`src/rtl/led_frame_serializer_if.sv`:
```
// led_frame_serializer_if: valid/ready byte stream feeding row bytes into the LED frame serializer.
interface led_frame_serializer_if;
  logic [7:0] in_data;
  logic in_valid;
  logic in_ready;
  logic in_clear;
  modport master(output in_data, in_valid, in_clear, input in_ready);
  modport slave(input in_data, in_valid, in_clear, output in_ready);
endinterface

```
`src/rtl/led_frame_serializer.sv`:
```
// led_frame_serializer: double-buffers an 8x8 LED frame and shifts it out with a divided shift clock and latch pulse.
module led_frame_serializer #(
  parameter int SHIFT_DIV = 4,
  parameter int NBYTES = 8
) (
  input  logic clk,
  input  logic rst_n,
  led_frame_serializer_if.slave bus,
  output logic ser_data,
  output logic ser_clk,
  output logic ser_latch,
  output logic busy,
  output logic frame_done
);
  localparam int NBITS = 8 * NBYTES;
  localparam int BW = $clog2(NBITS);
  localparam int CW = (NBYTES > 1) ? $clog2(NBYTES) : 1;
  typedef enum logic [1:0] {IDLE, SHIFT_LO, SHIFT_HI, LATCH} state_t;
  state_t state, state_n;
  logic [0:NBYTES-1][7:0] fill_buf;
  logic [NBITS-1:0] shift_buf;
  logic [CW-1:0] byte_cnt;
  logic fill_full;
  logic [BW-1:0] bit_cnt;
  logic [7:0] div_cnt;
  logic div_done, last_bit, last_byte, handoff, xfer;
  assign bus.in_ready = !fill_full;
  assign xfer = bus.in_valid && !fill_full;
  assign last_byte = byte_cnt == CW'(NBYTES - 1);
  assign handoff = fill_full && state == IDLE;
  assign div_done = div_cnt == 8'(SHIFT_DIV - 1);
  assign last_bit = bit_cnt == BW'(NBITS - 1);
  always_comb begin
    state_n = state;
    unique case (state)
      IDLE:     state_n = handoff ? SHIFT_LO : IDLE;
      SHIFT_LO: state_n = div_done ? SHIFT_HI : SHIFT_LO;
      SHIFT_HI: state_n = !div_done ? SHIFT_HI : last_bit ? LATCH : SHIFT_LO;
      LATCH:    state_n = div_done ? IDLE : LATCH;
      default:  state_n = IDLE;
    endcase
  end
  // Outputs are registered from the next state so they line up with the state register.
  always_ff @(posedge clk or negedge rst_n) begin
    if (!rst_n) begin
      state <= IDLE;
      div_cnt <= '0;
      bit_cnt <= '0;
      shift_buf <= '0;
      ser_data <= 1'b0;
      ser_clk <= 1'b0;
      ser_latch <= 1'b0;
      busy <= 1'b0;
      frame_done <= 1'b0;
    end else begin
      state <= state_n;
      div_cnt <= (state_n != state) ? '0 : div_cnt + 8'd1;
      bit_cnt <= (state == IDLE) ? '0 : bit_cnt + BW'(state == SHIFT_HI && div_done);
      if (handoff) shift_buf <= fill_buf;
      if (state_n == SHIFT_LO && state != SHIFT_LO)
        ser_data <= handoff ? fill_buf[0][7] : shift_buf[BW'(NBITS - 2) - bit_cnt];
      ser_clk <= state_n == SHIFT_HI;
      ser_latch <= state_n == LATCH;
      busy <= state_n != IDLE;
      frame_done <= state == LATCH && state_n == IDLE;
    end
  end
  // A clear wins over a same-cycle byte; the shifter never sees it.
  always_ff @(posedge clk or negedge rst_n) begin
    if (!rst_n) begin
      fill_buf <= '0;
      byte_cnt <= '0;
      fill_full <= 1'b0;
    end else if (bus.in_clear) begin
      byte_cnt <= '0;
      fill_full <= 1'b0;
    end else begin
      if (handoff) fill_full <= 1'b0;
      if (xfer) begin
        fill_buf[byte_cnt] <= bus.in_data;
        byte_cnt <= last_byte ? '0 : byte_cnt + CW'(1);
        if (last_byte) fill_full <= 1'b1;
      end
    end
  end
endmodule

```
`src/flat_wrapper.sv`:
```
// flat-port wrapper written by rule: the top's interface ports become plain ports
module led_frame_serializer_flat 
#(
  parameter int SHIFT_DIV = 4,
  parameter int NBYTES = 8
)
  (clk, rst_n, ser_data, ser_clk, ser_latch, busy, frame_done, bus_in_data, bus_in_valid, bus_in_clear, bus_in_ready);
  led_frame_serializer_if bus_i ();
  input  logic clk;
  input  logic rst_n;
  output logic ser_data;
  output logic ser_clk;
  output logic ser_latch;
  output logic busy;
  output logic frame_done;
  input wire logic [$bits(bus_i.in_data)-1:0] bus_in_data;
  input wire logic [$bits(bus_i.in_valid)-1:0] bus_in_valid;
  input wire logic [$bits(bus_i.in_clear)-1:0] bus_in_clear;
  output wire logic [$bits(bus_i.in_ready)-1:0] bus_in_ready;
  assign bus_i.in_data = bus_in_data;
  assign bus_i.in_valid = bus_in_valid;
  assign bus_i.in_clear = bus_in_clear;
  assign bus_in_ready = bus_i.in_ready;
  led_frame_serializer #(.SHIFT_DIV(SHIFT_DIV), .NBYTES(NBYTES)) u_core (.clk(clk), .rst_n(rst_n), .bus(bus_i), .ser_data(ser_data), .ser_clk(ser_clk), .ser_latch(ser_latch), .busy(busy), .frame_done(frame_done));
endmodule
```
`config.mk`:
```
export PLATFORM = sky130hd
export DESIGN_NAME = led_frame_serializer_flat
export DESIGN_NICKNAME = d
export VERILOG_FILES = /design/src/rtl/led_frame_serializer_if.sv /design/src/rtl/led_frame_serializer.sv /design/src/flat_wrapper.sv
export SDC_FILE = /design/constraint.sdc
export NUM_CORES = 1
export LEC_CHECK = 0
export CORE_MARGIN = 4
export CORE_UTILIZATION = 66
export CTS_CLUSTER_SIZE = 16
export DETAILED_ROUTE_END_ITERATION = 7
export GPL_ROUTABILITY_DRIVEN = 0
export GPL_TIMING_DRIVEN = 0
export PLACE_DENSITY_LB_ADDON = 0.2
export SYNTH_ARGS = -nofsm -noshare
export SYNTH_HDL_FRONTEND = slang
export SYNTH_SLANG_ARGS = --single-unit
```
`constraint.sdc`:
```
create_clock -name clk -period 3.4 [get_ports clk]
set_input_delay 0.68 -clock clk [delete_from_list [all_inputs] [get_ports clk]]
set_output_delay 0.68 -clock clk [all_outputs]
set_load 0.02 [all_outputs]
```
Word-level counts from Yosys, hierarchy flattened

Cells that the tools add are included.

Register bits: 153
Logic and storage cells: 72
Input bits: 12
Output and inout bits: 6

Magnitude comparators: 3
Muxes and demuxes: 21
Add/subtract/negate cells: 4
Equal/unequal tests: 11
Reduce and logical (&&, ||, !) cells: 12
Bitwise gates (word level): 2

Operators by type and width:

| operator                                             | count |
|---|---|
| bitwise mux 64 bit                                   | 1 |
| demux 8 bit (select 3 bit)                           | 1 |
| 2-to-1 mux 8 bit                                     | 2 |
| 2-to-1 mux 3 bit                                     | 3 |
| adder 8 x 1 -> 8 bit (second input constant)         | 1 |
| equality test 2 bit (second input constant)          | 4 |
| equality test 8 x 2 -> 1 bit (second input constant) | 1 |
| 2-to-1 mux 2 bit                                     | 4 |
| case mux 2 bit (4 select lines)                      | 1 |
| < comparator 6 x 7 -> 1 bit (second input constant)  | 1 |
| 2-to-1 mux 1 bit                                     | 7 |
| adder 6 x 1 -> 6 bit                                 | 1 |
| binary-select mux 1 bit (select 6 bit)               | 1 |
| equality test 6 bit (second input constant)          | 1 |
| logical AND 1 bit                                    | 6 |
| 2-to-1 mux 6 bit                                     | 1 |
| subtractor 6 bit (first input constant)              | 1 |
| equality test 2 x 1 -> 1 bit (second input constant) | 2 |
| >= comparator 4 bit (second input constant)          | 1 |
| logical NOT 2 bit                                    | 2 |
| < comparator 4 x 1 -> 1 bit (second input constant)  | 1 |
| NOT 3 -> 4 bit                                       | 1 |
| nonzero test 2 bit                                   | 2 |
| adder 3 x 1 -> 3 bit (second input constant)         | 1 |
| other kinds (6)                                      | 6 |

Longest topological paths before layout

Gate-level depths: netlist of the first run.

Depth after elaboration: 6
Mapped depth: 9
Depth with buffers taken out: 9

Worst setup path before layout of the first run

Ideal clock, no wire load.

Kind: register -> register
Start point: register u_core.div_cnt[4]
End point: register u_core.bit_cnt[5]
Period minus slack after synthesis: 2346 ps
Required time: 3322 ps
Buffers on the path: 0
Stages on the path, launching flop included: 8
Data arrival time: 2269 ps
Library setup time: 78 ps
Slack: 1054 ps
Path through: dfrtp_1 > or4_4 > or4b_4 > nor2_1 > ha_1 > nand3_1 > or3_1 > a21oi_1

Longest elaborated chain between the ends: 4

Ends and longest elaborated chain:

| item                         | line                       | source |
|---|---|---|
| start: declaration           | led_frame_serializer.sv:25 | `logic [7:0] div_cnt;` |
| start signal: assignment     | led_frame_serializer.sv:57 | `div_cnt <= (state_n != state) ? '0 : div_cnt + 8'd1;` |
| equality test 8 x 2 -> 1 bit | led_frame_serializer.sv:31 | `assign div_done = div_cnt == 8'(SHIFT_DIV - 1);` |
| logical AND 1 bit            | led_frame_serializer.sv:58 | `bit_cnt <= (state == IDLE) ? '0 : bit_cnt + BW'(state == SHIFT_HI && div_done);` |
| adder 6 x 1 -> 6 bit         | led_frame_serializer.sv:58 |  |
| 2-to-1 mux 6 bit             | led_frame_serializer.sv:58 |  |
| end signal: assignment       | led_frame_serializer.sv:58 |  |
| end: declaration             | led_frame_serializer.sv:24 | `logic [BW-1:0] bit_cnt;` |

Every way passes these cells.
A chain may end at the register's enable or synchronous reset.

Final worst setup path of the first run

Start point: register u_core.bit_cnt[1]
End point: register u_core.ser_data

Longest elaborated chain between the ends: 6
Elaborated cells between the ends (all ways): 10
Classes of those cells: add/sub (1); eq/ne (2); mux (6); reduce/logical (1)

Ends and longest elaborated chain:

| item                                                                     | line                       | source |
|---|---|---|
| parallel branches: the longest is 6 deep, another holds subtractor 6 bit | --                         |  |
| end signal: assignment                                                   | led_frame_serializer.sv:61 | `ser_data <= handoff ? fill_buf[0][7] : shift_buf[BW'(NBITS - 2) - bit_cnt];` |
| end: declaration                                                         | led_frame_serializer.sv:9  | `output logic ser_data,` |

Parallel ways; which one is timed is not known. The select of a mux whose other input is x is not followed.

==> flow_summary.toml, run 1 <==
[floorplan]
die_area_sq_um = 11700
core-area_sq_um = 9770
die_y_um = 108
io_pins = 18
die_w_um = 108
placement_rows = 36
start_util_pct = 67.6

[global_route]
overflow = 0
grt_pass1_wl_mm = 23.7
grt_pass1_vias = 4638
grt_max_degree = 102
grtUsageMet3_pct = 7.22
grt_use_met2_pct = 44.0
grt_util_all_layers_pct = 27.6
use_met1_pct = 35.8
antenna_found_initial = 0
grt.busiest_layer = "met2"

[sta]
max_freq_mhz = 327
holdWs_ps = 91.7
rsz0062_at_grt = "no"
min_period_ps = 3060
relSlewSlack_pct = 48.8
hold_viol_final = 0
max_slew.worst_pin.slew_ps = 769
setup_viol_count_final = 0
period_share_pct = 89.9
fin_skew_ps = 5.64
slew_viol_final = 0

[synthesis]
yosysSeqAreaShare_pct = 57.9
synth_edf_count = 0
synth_nets = 605
ys.flop_type = "dfrtp_1"
async_reset_ff_share_pct = 100
ys_seq_elements = 153
syn_area_per_cell_sq_um = 11.3
syn-cell-area_sq_um = 6610
yosys_warnings = 0
syn-instance-count = 586
ys_types = 42

[worst_setup_path]
arrival_ps = 3470
worst-setup-path-type = "reg -> reg"
critPathMostFrequentCell = "clkbuf_1"
cp_slowest_cell = "clkbuf_1"
r2r-end = "u_core.ser_data"
cpLargestDelayFamily = "buffers and inverters"
path_buf_inv = 2
cp_max_fo = 10
slowest_delay_ps = 650
critPathLaunch = "u_core.bit_cnt[1]"
r2r-start = "u_core.bit_cnt[1]"
end_kind = "flip-flop"
crit_end = "u_core.ser_data"
reg2regPathDepth = 8
cp-start-kind = "flip-flop"
rrSetupSlack_ps = 340
cp.required_ps = 3820
crit_chain = "ha_1 -> clkbuf_1 -> clkbuf_1 -> mux4_2 -> a22oi_1 -> nand4b_1 -> nand3b_4 -> o21ai_1"
critical_path_depth = 8

[power]
p_per_area_nw_per_um2 = 575
peakVddDrop_uv = 447
finalPower_mw = 4.30
leakagePower_nw = 3.75

[placement]
place_hpwl_mm = 9.37
placed_cells = 737
dpl-instance-area_sq_um = 6980
io_buffers = 17

[cts]
hold_buffers = 0
cts.sinks = 153
cts_tree = "done"
clock_latency_ps = 540
cts.reportedPaths.clkPinSlew_ps = 60
clock_path_buffers = 2
cts-root-buf = "clkbuf_8"
post_cts_resized = 0
cts_buffers = 17
post_cts_buffers = 0
h-tree-depth = 4

[detailed_routing]
route.vias.total = 4520
ant_nets = 0
remaining_drc_errors = 0
wire_per_inst_um = 18.8
drt_pre_antenna_iters = 5
drt-initial-drc-count = 378
via_per_inst = 5.89
drt-total-wl_mm = 14.4

[cells_and_area]
fin_cells = 768
fin_nets = 642
syn_to_final_growth_pct = 13.1
fin_area_sq_um = 7480
diodes = 0
final_util_pct = 76.5
layout_commonest_cell = "nand2_1"
final_cell_mix = "nand2_1, dfrtp_1, mux2_2, nor2_1, clkbuf_1"
drive_above_1_share_pct = 19.7

[hold_path]
hp-class = "in -> async"

[run_status]
status = "complete, no violations"

[job]
cap_viol_max_count = 0
worst reg2reg max path, cell delays in order, from the launching register on:
cell and delay (ps):
dfrtp_1 490, ha_1 320, clkbuf_1 460, clkbuf_1 650, mux4_2 460, a22oi_1 200
nand4b_1 200, nand3b_4 110, o21ai_1 50
registers in the layout, summed over array words and instances, names as in the netlist:
register           cells
u_core.ser_clk         1
u_core.div_cnt         8
u_core.byte_cnt        3
u_core.state           2
u_core.ser_data        1
u_core.shift_buf      64
u_core.ser_latch       1
u_core.frame_done      1
u_core.fill_full       1
u_core.fill_buf       64
u_core.bit_cnt         6
u_core.busy            1
cell families after synthesis:
group	after synthesis	share of synthesized area [%]
AND/OR/NAND/NOR	274	17.5
flip-flops	153	57.9
multiplexers	82	16.7
AO/OA/AOI/OAI	34	3.33
buffers and inverters	26	1.89
XOR/XNOR	10	1.33
adder cells (fa/ha/maj)	7	1.32
synthesized netlist by cell type (2+ instances only):
cell type    n  area share [%]
buf_2        4            0.30
mux2i_1      2            0.30
clkbuf_1    17            0.97
nand2_1    208              12
nand2b_1     2            0.19
nor3b_1      2            0.23
a22oi_1      5            0.57
o21ai_0     13            0.98
nor2_1      21             1.2
dfrtp_1    153              58
and3_1       5            0.47
inv_1        2            0.11
a21oi_1      7            0.53
nand3_1      9            0.68
or3_1        2            0.19
nor2b_1      4            0.38
xnor2_1      3            0.40
xor2_1       7            0.93
o31ai_1      2            0.23
ha_1         7             1.3
mux4_2      16             5.5
nor3_1       8            0.61
nand4_1      3            0.28
buf_6        3            0.51
mux2_2      64              11
where the power goes:
group	internal (mW)	switching (mW)
Combinational	0.256	0.307
Sequential	2.00	0.123
Clock	0.892	0.723
Total	3.14	1.15
worst min-delay path by stage:
stage | slack [ps] | endpoint | cells past startpoint
floorplan | 380 | u_core.bit_cnt[0] | 0
global route | 110 | u_core.shift_buf[62] | 1
CTS | 100 | u_core.shift_buf[62] | 1
global placement | 440 | u_core.shift_buf[25] | 2
detailed placement | 450 | u_core.shift_buf[50] | 2
finish | 90 | u_core.shift_buf[62] | 1
final cells by class:
type	count	area [sq um]
plain buffers	24	118
clock buffers	20	425
clock inverters	11	76.3
fillers	647	2300
inverters	2	7.51
multi-input cells	407	2660
flip-flops and latches	153	3830
well taps	133	166
repair buffers	18	199
per-layer routing:
metal  up-vias  wire (um)
li1       2051          -
met1      2287       6030
met2       145       7120
met3        37        843
met4         0        436
met5         -          0
metrics by stage:
| step | TNS (ps) | setup slack, ps |
|---|---|---|
| 5_1_grt | 0 | 241 |
| 4_1_cts | 0 | 384 |
| 2_1_floorplan | 0 | 1050 |
| 6_report | 0 | 342 |
| 3_3_place_gp | -622510 | -4080 |
| 3_5_place_dp | 0 | 392 |
Note: power is estimated with default switching activity, not from simulation.
==> run 2: changes to the inputs <==
--- a/config.mk
+++ b/config.mk
@@ -6,7 +6,7 @@
 export NUM_CORES = 1
 export LEC_CHECK = 0
 export CORE_MARGIN = 4
-export CORE_UTILIZATION = 66
+export CORE_UTILIZATION = 50
 export CTS_CLUSTER_SIZE = 16
 export DETAILED_ROUTE_END_ITERATION = 7
 export GPL_ROUTABILITY_DRIVEN = 0
==> flow_summary.toml, run 2 (synthesis results as in run 1) <==
[power]
p_sw_mw = 1.14
p_per_area_nw_per_um2 = 603
switching_share_pct = 24.8
seq_power_share_pct = 45.8
combPwrFrac_pct = 12.1
internal_power_mw = 3.47
p_clk_share_pct = 42.1
finalPower_mw = 4.61
peakVddDrop_uv = 359
leakagePower_nw = 3.80

[sta]
holdWs_ps = 295
hold_viol_final = 0
max_slew.worst_pin.slew_ps = 749
slew_viol_final = 0
setup_slack_ps = 314
fin_tns_setup_ps = 0
fin_skew_ps = 7.93
max_freq_mhz = 324
period_share_pct = 90.8
rsz0062_at_grt = "no"
relSlewSlack_pct = 50.1
setup_viol_count_final = 0
min_period_ps = 3090

[cts]
h-tree-depth = 4
cts.reportedPaths.clkPinSlew_ps = 60
post_cts_buffers = 0
clock_path_buffers = 2
cts_buffers = 17
cts-root-buf = "clkbuf_16"
cts_tree = "done"
clock_latency_ps = 430
cts.sinks = 153
hold_buffers = 0
post_cts_resized = 0

[floorplan]
start_util_pct = 51.7
core-area_sq_um = 12800
placement_rows = 41
die_w_um = 123
die_y_um = 123
die_area_sq_um = 15100
io_pins = 18

[cells_and_area]
drive_above_1_share_pct = 20.0
layout_commonest_cell = "nand2_1"
fin_area_sq_um = 7640
fin_nets = 642
fin_cells = 808
syn_to_final_growth_pct = 15.6
diodes = 0
final_cell_mix = "nand2_1, dfrtp_1, mux2_2, nor2_1, clkbuf_1"
final_util_pct = 59.8
reg.largest.list = "u_core.fill_buf (64), u_core.shift_buf (64), u_core.div_cnt (8)"

[placement]
placed_cells = 776
dpl-instance-area_sq_um = 7020
io_buffers = 17
dp_slack_ps = 332
place_hpwl_mm = 9.36

[detailed_routing]
drt-initial-drc-count = 206
drt_pre_antenna_iters = 4
wl_met2_mm = 6.59
route.vias.total = 4358
drt-total-wl_mm = 14.1
met1_length_mm = 6.46
remaining_drc_errors = 0
ant_nets = 0
met3_wirelength_um = 673
wire_per_inst_um = 17.4
topRoutingLayerUsed = "met4"
via_per_inst = 5.39

[global_route]
grt_pass1_wl_mm = 23.5
overflow = 0
antenna_found_initial = 0
grt_max_degree = 80
grt_pass1_vias = 4529
grt_util_all_layers_pct = 20.9

[worst_setup_path]
rrSetupSlack_ps = 310
cp_max_fo = 10
worst-setup-path-type = "reg -> reg"
arrival_ps = 3400
end_kind = "flip-flop"
slowest_delay_ps = 640
r2r-start = "u_core.bit_cnt[1]"
cp-start-kind = "flip-flop"
critPathLaunch = "u_core.bit_cnt[1]"
cp.required_ps = 3710
crit_chain = "ha_1 -> clkbuf_1 -> clkbuf_1 -> mux4_2 -> a22oi_1 -> nand4b_1 -> nand3b_4 -> o21ai_1"
cp_slowest_cell = "clkbuf_1"
critPathMostFrequentCell = "clkbuf_1"

[run_status]
status = "complete, no violations"

[job]
cap_viol_max_count = 0

[hold_path]
hp-class = "in -> async"
[run 2: layout make-up]
class | instances | area (sq um)
timing repair buffer | 18 | 199
sequential | 153 | 3830
fill | 1030 | 5130
clock buffer | 22 | 474
inverter | 2 | 7.51
clock inverter | 10 | 141
tap | 172 | 215
buffer | 24 | 118
multi-input combinational | 407 | 2660
[run 2: routing by layer]
metal	global-route usage (%)	vias up
li1	-	2059
met2	32.6	73
met1	28.2	2198
met5	0	-
met3	5.76	28
met4	8.17	0
[run 2: power by group through the flow]
stage               sequential (mW)  combinational, mW  clock [mW]
floorplan                      2.13              0.354           0
global placement               2.14              0.538           0
detailed placement             2.14              0.564           0
CTS                            2.11              0.566        1.97
global route                   2.13              0.618        2.06
finish                         2.11              0.557        1.94
[run 2: critical path: cells and delay by family, from the launching register on]
family                     cells  cell delay (ps)
adders and majority gates      1              310
muxes                          1              450
and+or+nand+nor                2              320
buffers and inverters          2             1180
DFF                            1              480
AOI/OAI and AO/OA              2              220
[run 2: worst paths after layout]
kind                            depth (start not counted)                    to
worst max-delay path                                    8       u_core.ser_data
worst min-delay path                                    1  u_core.shift_buf[59]
worst max register to register                          8       u_core.ser_data
worst min register to register                          2   u_core.shift_buf[4]
max in group asynchronous                               2  u_core.shift_buf[12]
min in group clk                                        2   u_core.shift_buf[4]
==> run 3: changes to the inputs <==
--- a/config.mk
+++ b/config.mk
@@ -6,7 +6,7 @@
 export NUM_CORES = 1
 export LEC_CHECK = 0
 export CORE_MARGIN = 4
-export CORE_UTILIZATION = 50
+export CORE_UTILIZATION = 60
 export CTS_CLUSTER_SIZE = 16
 export DETAILED_ROUTE_END_ITERATION = 7
 export GPL_ROUTABILITY_DRIVEN = 0
==> flow_summary.toml, run 3 (synthesis results as in run 1) <==
[run_status]
status = "complete, no violations"

[detailed_routing]
drt-total-wl_mm = 14.4
remaining_drc_errors = 0
route.vias.total = 4404
drt_pre_antenna_iters = 4
ant_nets = 0
wire_per_inst_um = 18.7
drt-initial-drc-count = 323
via_per_inst = 5.70

[worst_setup_path]
cp.required_ps = 3830
cp_slowest_cell = "clkbuf_1"
cp-start-kind = "flip-flop"
cp_max_fo = 10
arrival_ps = 3470
slowest_delay_ps = 690
end_kind = "flip-flop"
crit_chain = "ha_1 -> clkbuf_1 -> clkbuf_1 -> mux4_2 -> a22oi_1 -> nand4b_1 -> nand3b_4 -> o21ai_1"
critPathMostFrequentCell = "clkbuf_1"
path_buf_inv = 2
cpLargestDelayFamily = "buffers and inverters"
worst-setup-path-type = "reg -> reg"

[cts]
post_cts_resized = 0
cts_buffers = 17
h-tree-depth = 4
hold_buffers = 0
cts.reportedPaths.clkPinSlew_ps = 60
cts_tree = "done"
cts-root-buf = "clkbuf_8"
post_cts_buffers = 0
cts.sinks = 153
clock_path_buffers = 2
clock_latency_ps = 540

[power]
finalPower_mw = 4.58
leakagePower_nw = 3.79
peakVddDrop_uv = 546
p_per_area_nw_per_um2 = 605

[cells_and_area]
drive_above_1_share_pct = 19.6
reg.largest.list = "u_core.fill_buf (64), u_core.shift_buf (64), u_core.div_cnt (8)"
fillers = 764
final_cell_mix = "nand2_1, dfrtp_1, mux2_2, nor2_1, clkbuf_1"
syn_to_final_growth_pct = 14.5
fin_nets = 642
layout_commonest_cell = "nand2_1"
fin_cells = 772
diodes = 0

[sta]
fin_skew_ps = 10.8
relSlewSlack_pct = 45.2
max_slew.worst_pin.slew_ps = 822
min_period_ps = 3040
rsz0062_at_grt = "no"
period_share_pct = 89.4
hold_viol_final = 0
max_freq_mhz = 329
slew_viol_final = 0
setup_viol_count_final = 0

[global_route]
grt_pass1_wl_mm = 23.6
grt_pass1_vias = 4534
grt_max_degree = 86
overflow = 0
grt_util_all_layers_pct = 24.8
antenna_found_initial = 0

[placement]
placed_cells = 744
place_hpwl_mm = 9.44
io_buffers = 17

[job]
cap_viol_max_count = 0

[hold_path]
hp-class = "in -> async"

[floorplan]
start_util_pct = 61.2
placement_rows = 38
io_pins = 18
core-area_sq_um = 10800
die_area_sq_um = 12800
die_w_um = 113
die_y_um = 113
[run 3: cell count changes in the layout (fill, tap and decap cells not counted)]
cell,change
bufinv_16,+1
clkbuf_1,-1
clkbuf_16,-1
clkbuf_8,-1
clkinv_2,+1
clkinv_4,-1
clkinvlp_4,-1
inv_6,-1
[run 3: final timing paths]
check	endpoint	slack [ps]	startpoint	cells past startpoint
min reg2reg	u_core.shift_buf[59]	460	u_core.fill_buf[59]	2
max reg2reg	u_core.ser_data	360	u_core.bit_cnt[1]	8
max	u_core.ser_data	360	u_core.bit_cnt[1]	8
min in group clk	u_core.shift_buf[59]	460	u_core.fill_buf[59]	2
min	u_core.div_cnt[3]	140	rst_n	1
max in group asynchronous	u_core.shift_buf[25]	2440	rst_n	2
[run 3: through the flow]
stage	TNS [ps]	worst slack [ps]	hold WS, ps	utilization (%)	cell area [sq um]
floorplan	0	1050	384	-	6610
global placement	-640050	-4200	442	64.4	6960
detailed placement	0	365	445	64.7	6980
CTS	0	371	158	70.1	7570
global route	0	245	186	70.1	7570
finish	0	361	144	70.1	7570
[run 3: worst reg2reg max path: stages (launching register included)]
cell      delay, ps
dfrtp_1         470
ha_1            310
clkbuf_1        460
clkbuf_1        690
mux4_2          460
a22oi_1         190
nand4b_1        180
nand3b_4        110
o21ai_1          60
[run 3: report_power, final]
group | leakage, nW | internal, mW | switching (mW)
combinational | 1.43 | 0.256 | 0.306
sequential | 2.07 | 2.00 | 0.124
clock | 0.285 | 1.19 | 0.705
[run 3: area by class of cell]
cell class / count / area [sq um] / share of cell area, %
clock inverter: 9 / 151 / 2.00
sequential: 153 / 3830 / 50.6
buffer: 24 / 118 / 1.55
tap: 140 / 175 / 2.31
timing repair buffer: 18 / 199 / 2.63
multi-input combinational: 407 / 2660 / 35.1
inverter: 2 / 7.51 / 0.0992
clock buffer: 19 / 432 / 5.70
[run 3: metal layers]
metal | track usage [%] | wire, um | vias up
met5 | 0 | 0 | -
met4 | 9.38 | 348 | 0
met3 | 8.56 | 836 | 25
met2 | 41.0 | 7290 | 113
met1 | 30.2 | 5930 | 2218
li1 | - | - | 2048
